<file path="src/rtl/core_mem_stage_if.sv">
// ---------------------------------------------------------------------------
// core_mem_stage_if
// Data-memory bus between the MEM pipeline stage (master) and the data
// memory (slave).
//   dmem_req   : request, held until dmem_ack
//   dmem_we    : request is a store
//   dmem_addr  : doubleword-aligned address
//   dmem_wdata : lane-aligned store data
//   dmem_be    : byte enables
//   dmem_rdata : read data, qualified by dmem_ack
//   dmem_ack   : memory acknowledge
// ---------------------------------------------------------------------------
interface core_mem_stage_if;
  logic        dmem_req;
  logic        dmem_we;
  logic [63:0] dmem_addr;
  logic [63:0] dmem_wdata;
  logic [7:0]  dmem_be;
  logic [63:0] dmem_rdata;
  logic        dmem_ack;

  modport master (
    output dmem_req, dmem_we, dmem_addr, dmem_wdata, dmem_be,
    input  dmem_rdata, dmem_ack
  );

  modport slave (
    input  dmem_req, dmem_we, dmem_addr, dmem_wdata, dmem_be,
    output dmem_rdata, dmem_ack
  );
endinterface

</file>
<file path="src/rtl/core_mem_stage.sv">
// ---------------------------------------------------------------------------
// core_mem_stage
// MEM pipeline stage: passes ALU results through, performs byte / word /
// dword loads and stores on the data-memory bus, stalls upstream while a
// request is outstanding, and flags misaligned accesses and ack timeouts.
// Ports:
//   clock, reset        : rising-edge clock, asynchronous active-high reset
//   ex_*                : EX-stage result, operands and memory-op controls
//   dmem                : data-memory bus (master side)
//   stall               : upstream must hold its EX inputs
//   MEM_data/W_regnum/write_enable : registered stage result
//   addr_error          : one-cycle pulse, misaligned access dropped
//   bus_error           : one-cycle pulse, no ack within TIMEOUT_CYCLES
// ---------------------------------------------------------------------------
module core_mem_stage #(
  parameter int TIMEOUT_CYCLES = 255
) (
  input  logic                    clock,
  input  logic                    reset,
  input  logic                    ex_valid,
  input  logic [63:0]             ex_out,
  input  logic [63:0]             ex_B_data,
  input  logic [1:0]              ex_load_type,
  input  logic [1:0]              ex_store_type,
  input  logic                    ex_signed,
  input  logic [4:0]              ex_W_regnum,
  input  logic                    ex_write_enable,
  core_mem_stage_if.master        dmem,
  output logic                    stall,
  output logic [63:0]             MEM_data,
  output logic [4:0]              MEM_W_regnum,
  output logic                    MEM_write_enable,
  output logic                    addr_error,
  output logic                    bus_error
);

  localparam int CNT_W = $clog2(TIMEOUT_CYCLES + 1);
  // Counter value in the last BUSY cycle before the bus error is declared.
  localparam logic [CNT_W-1:0] TIMEOUT_LAST = CNT_W'(TIMEOUT_CYCLES - 1);

  typedef enum logic [0:0] {ST_IDLE = 1'b0, ST_BUSY = 1'b1} state_t;

  state_t            r_state;
  state_t            w_state_nxt;
  logic              w_stall;
  logic              w_is_store;
  logic              w_is_load;
  logic              w_mem_op;
  logic [1:0]        w_size;
  logic [2:0]        w_ofs;
  logic              w_aligned;
  logic              w_timeout;

  logic              r_req;
  logic              r_we;
  logic [63:0]       r_addr;
  logic [63:0]       r_wdata;
  logic [7:0]        r_be;
  logic [1:0]        r_size;
  logic [2:0]        r_ofs;
  logic              r_signed;
  logic [4:0]        r_regnum;
  logic              r_wen;
  logic [CNT_W-1:0]  r_wait;
  logic [63:0]       r_mem_data;
  logic [4:0]        r_mem_regnum;
  logic              r_mem_we;
  logic              r_addr_error;
  logic              r_bus_error;

  function automatic logic [7:0] byte_enables(input logic [1:0] size, input logic [2:0] ofs);
    case (size)
      2'd1:    byte_enables = 8'h01 << ofs;
      2'd2:    byte_enables = 8'h0F << ofs;
      2'd3:    byte_enables = 8'hFF;
      default: byte_enables = 8'h00;
    endcase
  endfunction

  // Shift the addressed lane down, then truncate and extend to 64 bits.
  function automatic logic [63:0] format_load(input logic [63:0] rdata, input logic [2:0] ofs,
                                              input logic [1:0] size, input logic sgn);
    logic [63:0] sh;
    sh = rdata >> {ofs, 3'b000};
    case (size)
      2'd1:    format_load = sgn ? {{56{sh[7]}}, sh[7:0]} : {56'd0, sh[7:0]};
      2'd2:    format_load = sgn ? {{32{sh[31]}}, sh[31:0]} : {32'd0, sh[31:0]};
      default: format_load = sh;
    endcase
  endfunction

  assign w_is_store = (ex_store_type != 2'd0);
  assign w_is_load  = (ex_load_type != 2'd0);
  assign w_mem_op   = ex_valid & (w_is_store | w_is_load);
  // Store wins when both load and store types are set.
  assign w_size     = w_is_store ? ex_store_type : ex_load_type;
  assign w_ofs      = ex_out[2:0];
  assign w_timeout  = (r_state == ST_BUSY) && !dmem.dmem_ack && (r_wait == TIMEOUT_LAST);

  // Alignment check for the incoming access size.
  always_comb begin
    w_aligned = 1'b1;
    case (w_size)
      2'd1:    w_aligned = 1'b1;
      2'd2:    w_aligned = (w_ofs[1:0] == 2'd0);
      2'd3:    w_aligned = (w_ofs == 3'd0);
      default: w_aligned = 1'b1;
    endcase
  end

  // FSM state register.
  always_ff @(posedge clock or posedge reset) begin
    if (reset) begin
      r_state <= ST_IDLE;
    end else begin
      r_state <= w_state_nxt;
    end
  end

  // FSM next state and combinational stall.
  always_comb begin
    w_state_nxt = r_state;
    w_stall     = 1'b0;
    case (r_state)
      ST_IDLE: begin
        if (w_mem_op && w_aligned) begin
          w_state_nxt = ST_BUSY;
          w_stall     = 1'b1;
        end else begin
          w_state_nxt = ST_IDLE;
        end
      end
      ST_BUSY: begin
        if (dmem.dmem_ack || w_timeout) begin
          w_state_nxt = ST_IDLE;
        end else begin
          w_stall = 1'b1;
        end
      end
      default: w_state_nxt = ST_IDLE;
    endcase
  end

  // Request latching, wait counter, stage result and error pulses.
  always_ff @(posedge clock or posedge reset) begin
    if (reset) begin
      r_req        <= 1'b0;
      r_we         <= 1'b0;
      r_addr       <= 64'd0;
      r_wdata      <= 64'd0;
      r_be         <= 8'd0;
      r_size       <= 2'd0;
      r_ofs        <= 3'd0;
      r_signed     <= 1'b0;
      r_regnum     <= 5'd0;
      r_wen        <= 1'b0;
      r_wait       <= '0;
      r_mem_data   <= 64'd0;
      r_mem_regnum <= 5'd0;
      r_mem_we     <= 1'b0;
      r_addr_error <= 1'b0;
      r_bus_error  <= 1'b0;
    end else begin
      r_addr_error <= 1'b0;
      r_bus_error  <= 1'b0;
      case (r_state)
        ST_IDLE: begin
          r_wait <= '0;
          if (w_mem_op && w_aligned) begin
            r_req    <= 1'b1;
            r_we     <= w_is_store;
            r_addr   <= {ex_out[63:3], 3'b000};
            r_wdata  <= ex_B_data << {w_ofs, 3'b000};
            r_be     <= byte_enables(w_size, w_ofs);
            r_size   <= w_size;
            r_ofs    <= w_ofs;
            r_signed <= ex_signed;
            r_regnum <= ex_W_regnum;
            r_wen    <= ex_write_enable;
          end else if (w_mem_op) begin
            r_addr_error <= 1'b1;
            r_mem_data   <= ex_out;
            r_mem_regnum <= ex_W_regnum;
            r_mem_we     <= 1'b0;
          end else begin
            // Bubbles (ex_valid low) never write the register file.
            r_mem_data   <= ex_out;
            r_mem_regnum <= ex_W_regnum;
            r_mem_we     <= ex_valid & ex_write_enable;
          end
        end
        ST_BUSY: begin
          if (dmem.dmem_ack) begin
            r_req <= 1'b0;
            if (r_we) begin
              r_mem_we <= 1'b0;
            end else begin
              r_mem_data   <= format_load(dmem.dmem_rdata, r_ofs, r_size, r_signed);
              r_mem_regnum <= r_regnum;
              r_mem_we     <= r_wen;
            end
          end else if (w_timeout) begin
            r_req       <= 1'b0;
            r_mem_we    <= 1'b0;
            r_bus_error <= 1'b1;
          end else begin
            r_wait <= r_wait + CNT_W'(1);
          end
        end
        default: r_req <= 1'b0;
      endcase
    end
  end

  assign dmem.dmem_req   = r_req;
  assign dmem.dmem_we    = r_we;
  assign dmem.dmem_addr  = r_addr;
  assign dmem.dmem_wdata = r_wdata;
  assign dmem.dmem_be    = r_be;

  assign stall            = w_stall;
  assign MEM_data         = r_mem_data;
  assign MEM_W_regnum     = r_mem_regnum;
  assign MEM_write_enable = r_mem_we;
  assign addr_error       = r_addr_error;
  assign bus_error        = r_bus_error;

endmodule

</file>
<file path="src/flat_wrapper.sv">
// flat-port wrapper written by rule: the top's interface ports become plain ports
module core_mem_stage_flat 
#(
  parameter int TIMEOUT_CYCLES = 255
)
  (clock, reset, ex_valid, ex_out, ex_B_data, ex_load_type, ex_store_type, ex_signed, ex_W_regnum, ex_write_enable, stall, MEM_data, MEM_W_regnum, MEM_write_enable, addr_error, bus_error, dmem_dmem_req, dmem_dmem_we, dmem_dmem_addr, dmem_dmem_wdata, dmem_dmem_be, dmem_dmem_rdata, dmem_dmem_ack);
  core_mem_stage_if dmem_i ();
  input  logic clock;
  input  logic reset;
  input  logic ex_valid;
  input  logic [63:0] ex_out;
  input  logic [63:0] ex_B_data;
  input  logic [1:0] ex_load_type;
  input  logic [1:0] ex_store_type;
  input  logic ex_signed;
  input  logic [4:0] ex_W_regnum;
  input  logic ex_write_enable;
  output logic stall;
  output logic [63:0] MEM_data;
  output logic [4:0] MEM_W_regnum;
  output logic MEM_write_enable;
  output logic addr_error;
  output logic bus_error;
  output wire logic [$bits(dmem_i.dmem_req)-1:0] dmem_dmem_req;
  output wire logic [$bits(dmem_i.dmem_we)-1:0] dmem_dmem_we;
  output wire logic [$bits(dmem_i.dmem_addr)-1:0] dmem_dmem_addr;
  output wire logic [$bits(dmem_i.dmem_wdata)-1:0] dmem_dmem_wdata;
  output wire logic [$bits(dmem_i.dmem_be)-1:0] dmem_dmem_be;
  input wire logic [$bits(dmem_i.dmem_rdata)-1:0] dmem_dmem_rdata;
  input wire logic [$bits(dmem_i.dmem_ack)-1:0] dmem_dmem_ack;
  assign dmem_dmem_req = dmem_i.dmem_req;
  assign dmem_dmem_we = dmem_i.dmem_we;
  assign dmem_dmem_addr = dmem_i.dmem_addr;
  assign dmem_dmem_wdata = dmem_i.dmem_wdata;
  assign dmem_dmem_be = dmem_i.dmem_be;
  assign dmem_i.dmem_rdata = dmem_dmem_rdata;
  assign dmem_i.dmem_ack = dmem_dmem_ack;
  core_mem_stage #(.TIMEOUT_CYCLES(TIMEOUT_CYCLES)) u_core (.clock(clock), .reset(reset), .ex_valid(ex_valid), .ex_out(ex_out), .ex_B_data(ex_B_data), .ex_load_type(ex_load_type), .ex_store_type(ex_store_type), .ex_signed(ex_signed), .ex_W_regnum(ex_W_regnum), .ex_write_enable(ex_write_enable), .dmem(dmem_i), .stall(stall), .MEM_data(MEM_data), .MEM_W_regnum(MEM_W_regnum), .MEM_write_enable(MEM_write_enable), .addr_error(addr_error), .bus_error(bus_error));
endmodule
</file>
<file path="config.mk">
export PLATFORM = sky130hd
export DESIGN_NAME = core_mem_stage_flat
export DESIGN_NICKNAME = d
export VERILOG_FILES = /design/src/rtl/core_mem_stage_if.sv /design/src/rtl/core_mem_stage.sv /design/src/flat_wrapper.sv
export SDC_FILE = /design/constraint.sdc
export NUM_CORES = 1
export LEC_CHECK = 0
export ABC_CLOCK_PERIOD_IN_PS = 24300
export CELL_PAD_IN_SITES_DETAIL_PLACEMENT = 1
export CELL_PAD_IN_SITES_GLOBAL_PLACEMENT = 1
export CORE_UTILIZATION = 25
export CTS_CLUSTER_DIAMETER = 40
export DETAILED_ROUTE_END_ITERATION = 6
export PLACE_DENSITY_LB_ADDON = 0.1
export SLEW_MARGIN = 20
export SYNTH_ARGS = -nofsm -noshare
export SYNTH_HDL_FRONTEND = slang
export SYNTH_SLANG_ARGS = --single-unit
export TNS_END_PERCENT = 100
</file>
<file path="constraint.sdc">
create_clock -name clock -period 24.3 [get_ports clock]
set_input_delay 7.29 -clock clock [delete_from_list [all_inputs] [get_ports clock]]
set_output_delay 7.29 -clock clock [all_outputs]
set_load 0.1 [all_outputs]
</file>
Word level (Yosys, flattened, before mapping). Cells that the tools add are included.

Flip-flop bits (word level): 228. Bits in latches: 0. Memory bits (writable): 0. Bits in read-only memories: 0. Output and inout port bits: 211. Memories: 0.

Add/sub/neg operators: 1. Multipliers: 0. Divide/modulo/power cells: 0. Order comparisons: 0. Eq/ne operators: 13. Shift-type cells: 4. Mux-type cells: 35. Bitwise operators: 4. Reductions and logical operators: 14.

Operators with widths (count): $mux 64 (5); $pmux 64 s2 (2); $shl 64x6->64 (1); $shr 64x6->64 (1); $pmux 8 s3 (1); $mux 8 (2); $pmux 8 s2 (1); $mux 1 (15); $mux 5 (3); $ne 2x2->1 const B (5); $pmux 5 s2 (1); $add 8x1->8 const B (1); $eq 8x8->1 const B (1); $pmux 1 s2 (4); $reduce_and 2->1 (4); $shl 1x3->8 const A (1); $shl 4x3->8 const A (1); $eq 2x2->1 const B (3); $eq 2x1->1 const B (2); $reduce_bool 2->1 (2); $logic_and 1x1->1 (3); $logic_not 3->1 (1); $ne 3x3->1 const B (1); $reduce_and 3->1 (1); other kinds (8) (9).

Longest topological paths before layout. Gate-level depths: netlist of run 1.

Depth after elaboration: 7. Depth in mapped cells: 13. Gate-level depth less buffers: 9.

Worst setup path after synthesis of run 1. No wires, ideal clock.

Kind: input -> output. From: in ex_store_type[0]. To: out stall. Arrival time: 9.513 ns. Data required time: 17.010 ns. Path slack: 7.497 ns. Stages: 11. Path through: inv_1 -> a21o_1 -> ha_1 -> buf_2 -> nor2b_1 -> o21ai_2 -> a21o_1 -> buf_4 -> clkbuf_1 -> buf_2 -> nand2_1.

Word-level cells in the longest chain between the ends: 7. Elaborated cells between the ends (all ways): 10.

RTL lines: start: declaration (line flat_wrapper.sv:14) `input logic [1:0] ex_store_type;`; $reduce_bool 2->1 * (line core_mem_stage.sv:92) `assign w_is_store = (ex_store_type != 2'd0);`; $mux 2 * (line core_mem_stage.sv:96) `assign w_size = w_is_store ? ex_store_type : ex_load_type;`; via u_core.w_size[1] (line core_mem_stage.sv:49) `logic [1:0] w_size;`; $eq 2x2->1 (line core_mem_stage.sv:103) `case (w_size)`; $pmux 1 s2 * (line core_mem_stage.sv:103); $logic_and 1x1->1 * (line core_mem_stage.sv:126) `if (w_mem_op && w_aligned) begin`; $mux 1 * (line core_mem_stage.sv:126); $pmux 1 s2 * (line core_mem_stage.sv:124) `case (r_state)`; end: declaration (line flat_wrapper.sv:18) `output logic stall;`.

Mark *: on every way through the listed nets, which the timed path passes. The rest lies on a longest branch.

Worst setup path after layout of run 1.
From: in ex_store_type[1]. To: out stall.

The elaborated chain is that of the path after synthesis.

==> results.sh, run 1 <==
export IMPL_hold_viol_final=0
export IMPL_cp_data_arrival_time_ns=10.96
export IMPL_crit_fanout=65
export IMPL_cts_root_buf="clkbuf_16"
export IMPL_grt_pass1_vias=13117
export IMPL_clockBufferDepth=3
export IMPL_maxCapViolCount=0
export IMPL_antenna_found_initial=10
export IMPL_synthArstFlopShare_pct=100
export IMPL_slew_violations=0
export IMPL_vias_per_cell=4.92
export IMPL_io_buffers=414
export IMPL_dp_cells=2404
export IMPL_peakVddDrop_mv=0.0598
export IMPL_stdcell_count=2504
export IMPL_initial_core_util_pct=25.6
export IMPL_clk_pin_slew_ns=0.05
export IMPL_skew_ns=0.0114
export IMPL_finalSetupViolCount=0
export IMPL_start_kind="input pin"
export IMPL_finalWeightedCongestion=0.835
export IMPL_dp_hpwl_mm=43.8
export IMPL_syn_area_sq_um=13200
export IMPL_clock_fmax_mhz=54.8
export IMPL_num_vias=12319
export IMPL_htreeDepth=2
export IMPL_max_slew_worst_pin_slew_ns=1.21
export IMPL_crit_type="input pin to output pin"
export IMPL_clk_latency_ns=0.60
export IMPL_synth_top_family_by_area="multiplexers"
export IMPL_period_needed_ns=18.25
export IMPL_synth_compound_area_share_pct=17.0
export IMPL_setup_tns_ns=0
export IMPL_rows=83
export IMPL_synthXorXnorAreaFrac_pct=0.463
export IMPL_grt_pass1_wl_mm=89.1
export IMPL_synthSimpleGateAreaFrac_pct=16.2
export IMPL_cts_tree="yes"
export IMPL_areaGrowthSynthToFinish_pct=48.9
export IMPL_cts_buffers=53
export IMPL_finalCritPeriodShare_pct=75.1
export IMPL_synthFlopType="dfrtp_1"
export IMPL_required_ns=17.01
export IMPL_post_synth_cell_area_avg_sq_um=9.39
export IMPL_core_area_sq_um=51800
export IMPL_fin_util_pct=38.0
export IMPL_endpoint_kind="output pin"
export IMPL_boundaryPins=418
export IMPL_yosysSeqAreaShare_pct=43.1
export IMPL_leakage_nw=8.24
export IMPL_gr_total_overflow=0
export IMPL_rsz0062_at_grt="false"
export IMPL_die_w_microns=232
export IMPL_cts_resized=0
export IMPL_yosysWarningCount=0
export IMPL_wirelength_mm=60.7
export IMPL_cts_sinks=228
export IMPL_power_density_nw_per_um2=129
export IMPL_post_cts_setup_buffers=0
export IMPL_ys_seq_elements=228
export IMPL_die_area_sq_um=53900
export IMPL_yosysMostFrequentCell="nand2_1"
export IMPL_grtUsageTotal_pct=22.2
export IMPL_hold_buffers=0
export IMPL_synth_fa_ha_area_share_pct=0.661
export IMPL_synthDistinctLibCells=58
export IMPL_grt_max_degree=177
export IMPL_netlist_top_cells_count="nand2_1, dfrtp_1, mux2i_1"
export IMPL_synth_top_area_share_pct=43.1
export IMPL_status="completed"
export IMPL_drtPass1Iterations=4
export IMPL_fin_nets=1993
export IMPL_chipHeight_microns=232
export IMPL_antenna_left=0
export IMPL_syn_inst=1411
export IMPL_yosys_area_top_type="dfrtp_1"
export IMPL_synth_edf_count=0
export IMPL_synth_mux_area_fraction_pct=17.1
export IMPL_synth_area_leaders="dfrtp_1, nand2_1, mux2i_1, mux4_2, mux2_2"
export IMPL_wl_per_cell_microns=24.2
export IMPL_drive_gt1_share_pct=13.4
export IMPL_drc=0
export IMPL_min_path_type="flop to flop"
export IMPL_slew_headroom_pct=17.6
export IMPL_drt_iter0_markers=518
## per-stage QoR
step / power [mW] / setup WS, ns / hold WS (ns) / area, sq um
4_1_cts: 2.57 / 6.03 / 0.474 / 19700
5_1_grt: 2.64 / 5.81 / 0.499 / 19700
3_3_place_gp: 1.79 / 6.09 / 0.459 / 17800
6_report: 2.54 / 6.05 / 0.472 / 19700
2_1_floorplan: 1.44 / 7.50 / 0.438 / 13300
3_5_place_dp: 1.80 / 6.05 / 0.461 / 17800
## registers in the layout, indices dropped and copies added, names as in the netlist, 2 cells and up
register                cells
u_core.MEM_W_regnum         5
u_core.MEM_data            64
u_core.dmem.dmem_addr      61
u_core.dmem.dmem_be         8
u_core.dmem.dmem_wdata     64
u_core.r_ofs                3
u_core.r_regnum             5
u_core.r_size               2
u_core.r_wait               8
## where the power goes
part | total (mW) | switching, mW | internal (mW)
Clock | 0.755 | 0.246 | 0.509
Sequential | 0.528 | 0.0564 | 0.472
Combinational | 1.26 | 0.952 | 0.305
## area by class of cell
type | instances | area (sq um)
fillers | 5783 | 32100
multi-input cells | 1031 | 6850
flip-flops and latches | 228 | 5710
repair buffers | 433 | 4290
clock buffers | 66 | 1460
well taps | 680 | 851
clock inverters | 31 | 430
inverters | 32 | 128
diodes | 3 | 7.51
## cell families (layout without fill, tap and decap cells)
kind of cell / Yosys count / count (layout)
fa+ha+maj: 7 / 7
buf+inv: 154 / 562
compound gates: 313 / 313
mux: 181 / 181
simple gates: 520 / 520
other cells: 1 / 6
flops: 228 / 228
xor+xnor: 7 / 7
## critical path, cell delays in order
cell	delay, ns
clkdlybuf4s50_1	0.55
inv_1	0.08
a21oi_1	0.43
inv_1	0.09
ha_1	0.30
nor2b_1	0.18
o21ai_2	0.26
a21o_4	0.60
nand2_1	0.14
clkdlybuf4s50_1	1.01
## worst paths after layout
kind                                           from                        end  slack, ns  cells past startpoint
max                                ex_store_type[1]                      stall       6.05                     10
min                        u_core.dmem.dmem_addr[5]   u_core.dmem.dmem_addr[5]       0.47                      2
max reg2reg                         u_core.r_ofs[0]        u_core.MEM_data[26]      20.71                      6
min reg2reg                u_core.dmem.dmem_addr[5]   u_core.dmem.dmem_addr[5]       0.47                      2
max in group asynchronous                     reset  u_core.dmem.dmem_wdata[4]      14.79                      4
min in group asynchronous                     reset  u_core.dmem.dmem_addr[61]       7.20                      2
## cells in the final DEF (no fill, tap or decap), drive strengths merged, types with 22 or more instances in the layout
cell type and count:
dfrtp 228, buf 22, o21ai 56, clkbuf 66, o31ai 32, nand2 368, mux4 31, inv 35
a211oi 39, nor3 47, mux2i 102, clkdlybuf4s50 411, a21oi 73, o211ai 24, mux2 48, nor2 51
## layer usage
metal / track usage, % / wire length [microns] / vias up
li1: - / - / 5736
met1: 28.3 / 26200 / 6150
met2: 36.5 / 29100 / 330
met3: 5.73 / 3740 / 89
met4: 7.09 / 1500 / 14
met5: 0 / 78 / -
Note: power is estimated with default switching activity, not from simulation.
==> run 2: changes to the inputs <==
- ABC_CLOCK_PERIOD_IN_PS: 24300 -> 14900
- clock period: 24.3 -> 14.9 ns (I/O delays scaled with it)
==> results.sh, run 2 (synthesized netlist as in run 1, its figures left out) <==
export IMPL_post_cts_setup_buffers=0
export IMPL_required_ns=10.43
export IMPL_swShare_pct=48.4
export IMPL_power_density_nw_per_um2=214
export IMPL_rsz0062_at_grt="false"
export IMPL_fill_cells=5790
export IMPL_power_share_clock_pct=32.0
export IMPL_cts_buffers=57
export IMPL_clockBufferDepth=3
export IMPL_comb_power_share_pct=47.9
export IMPL_io_buffers=414
export IMPL_final_common_cell="clkdlybuf4s50_1"
export IMPL_max_slew_worst_pin_slew_ns=1.25
export IMPL_drtPass1Iterations=5
export IMPL_sequentialPowerShare_pct=20.2
export IMPL_peakVddDrop_mv=0.114
export IMPL_clk_latency_ns=0.61
export IMPL_clk_pin_slew_ns=0.05
export IMPL_die_w_microns=232
export IMPL_finalCritPeriodShare_pct=84.2
export IMPL_fin_nets=2000
export IMPL_finalSetupViolCount=0
export IMPL_wirelength_mm=60.9
export IMPL_drc=0
export IMPL_slew_violations=0
export IMPL_rows=83
export IMPL_skew_ns=0.0236
export IMPL_gr_total_overflow=0
export IMPL_cts_root_buf="clkbuf_16"
export IMPL_core_area_sq_um=51800
export IMPL_setup_tns_ns=0
export IMPL_min_path_type="flop to flop"
export IMPL_drt_iter0_markers=556
export IMPL_clock_fmax_mhz=79.7
export IMPL_dp_cells=2407
export IMPL_crit_fanout=50
export IMPL_die_area_sq_um=53900
export IMPL_rr_worst_depth=7
export IMPL_whs_path_depth=2
export IMPL_chipHeight_microns=232
export IMPL_vias_per_cell=4.89
export IMPL_switchingPower_mw=2.07
export IMPL_antenna_left=0
export IMPL_dp_hpwl_mm=44.2
export IMPL_hold_viol_final=0
export IMPL_cts_tree="yes"
export IMPL_antenna_found_initial=9
export IMPL_finalWeightedCongestion=0.849
export IMPL_grt_pass1_wl_mm=89.1
export IMPL_total_power_mw=4.28
export IMPL_endpoint_kind="output pin"
export IMPL_leakage_nw=8.33
export IMPL_wl_per_cell_microns=24.2
export IMPL_num_vias=12321
export IMPL_initial_core_util_pct=25.6
export IMPL_crit_type="input pin to output pin"
export IMPL_grt_max_degree=83
export IMPL_hold_buffers=0
export IMPL_drive_gt1_share_pct=14.1
export IMPL_period_needed_ns=12.54
export IMPL_status="completed"
export IMPL_cp_data_arrival_time_ns=8.07
export IMPL_htreeDepth=2
export IMPL_stdcell_count=2519
export IMPL_grt_pass1_vias=13121
export IMPL_grtUsageTotal_pct=22.3
export IMPL_fin_util_pct=38.5
export IMPL_hold_slack_ns=0.471
export IMPL_areaGrowthSynthToFinish_pct=50.8
export IMPL_final_cell_mix="clkdlybuf4s50_1, nand2_1, dfrtp_1, mux2i_1, a21oi_1"
export IMPL_p_int_mw=2.21
export IMPL_cts_sinks=228
export IMPL_boundaryPins=418
export IMPL_start_kind="input pin"
export IMPL_cts_resized=0
export IMPL_maxCapViolCount=0
export IMPL_slew_headroom_pct=14.6
==> run 2: area by class of cell <==
cell class | instances | area (sq um) | share of cell area, %
Clock inverter | 36 | 542 | 2.71
Tap cell | 680 | 851 | 4.26
Sequential cell | 228 | 5710 | 28.6
Inverter | 32 | 128 | 0.639
Antenna cell | 6 | 15.0 | 0.0752
Multi-Input combinational cell | 1031 | 6850 | 34.3
Timing Repair Buffer | 436 | 4300 | 21.5
Clock buffer | 70 | 1580 | 7.89
==> run 2: routing by layer <==
| metal | part of all wire, % | vias up | track usage [%] |
|---|---|---|---|
| li1 | - | 5760 | - |
| met1 | 43 | 6147 | 28.6 |
| met2 | 48 | 331 | 36.6 |
| met3 | 6.4 | 73 | 6.13 |
| met4 | 2.0 | 10 | 6.04 |
| met5 | 0.11 | - | 0 |
==> run 2: stage by stage <==
stage          setup WS (ns)  instance area (sq um)
2_1_floorplan           3.74                  13300
3_3_place_gp            2.42                  17800
3_5_place_dp            2.31                  17800
4_1_cts                 2.31                  19900
5_1_grt                 2.14                  20000
6_report                2.36                  20000
==> run 2: critical path, cell delays in order <==
cell and delay, ns:
clkdlybuf4s50_1 0.54, inv_1 0.08, a21oi_1 0.45, inv_1 0.09
ha_1 0.30, nor2b_1 0.18, o21ai_2 0.26, a21o_4 0.51
nand2_1 0.16, clkdlybuf4s50_1 1.02
==> run 2: path summary, 6_finish.rpt <==
| kind | to | slack (ns) | start |
|---|---|---|---|
| max | stall | 2.36 | ex_store_type[1] |
| min | u_core.dmem.dmem_wdata[24] | 0.47 | u_core.dmem.dmem_wdata[24] |
| max reg2reg | u_core.MEM_data[26] | 11.31 | u_core.r_ofs[0] |
| min reg2reg | u_core.dmem.dmem_wdata[24] | 0.47 | u_core.dmem.dmem_wdata[24] |
| max in group asynchronous | u_core.r_ofs[0] | 9.22 | reset |
| min in group asynchronous | u_core.dmem.dmem_addr[61] | 4.34 | reset |
==> run 2: power by group through the flow <==
stage          registers, mW  clock network, mW  logic, mW
2_1_floorplan           1.87                  0      0.472
3_5_place_dp           0.871                  0       2.06
6_report               0.863               1.37       2.05
3_3_place_gp           0.867                  0       2.06
5_1_grt                0.882               1.43       2.13
4_1_cts                0.865               1.40       2.07
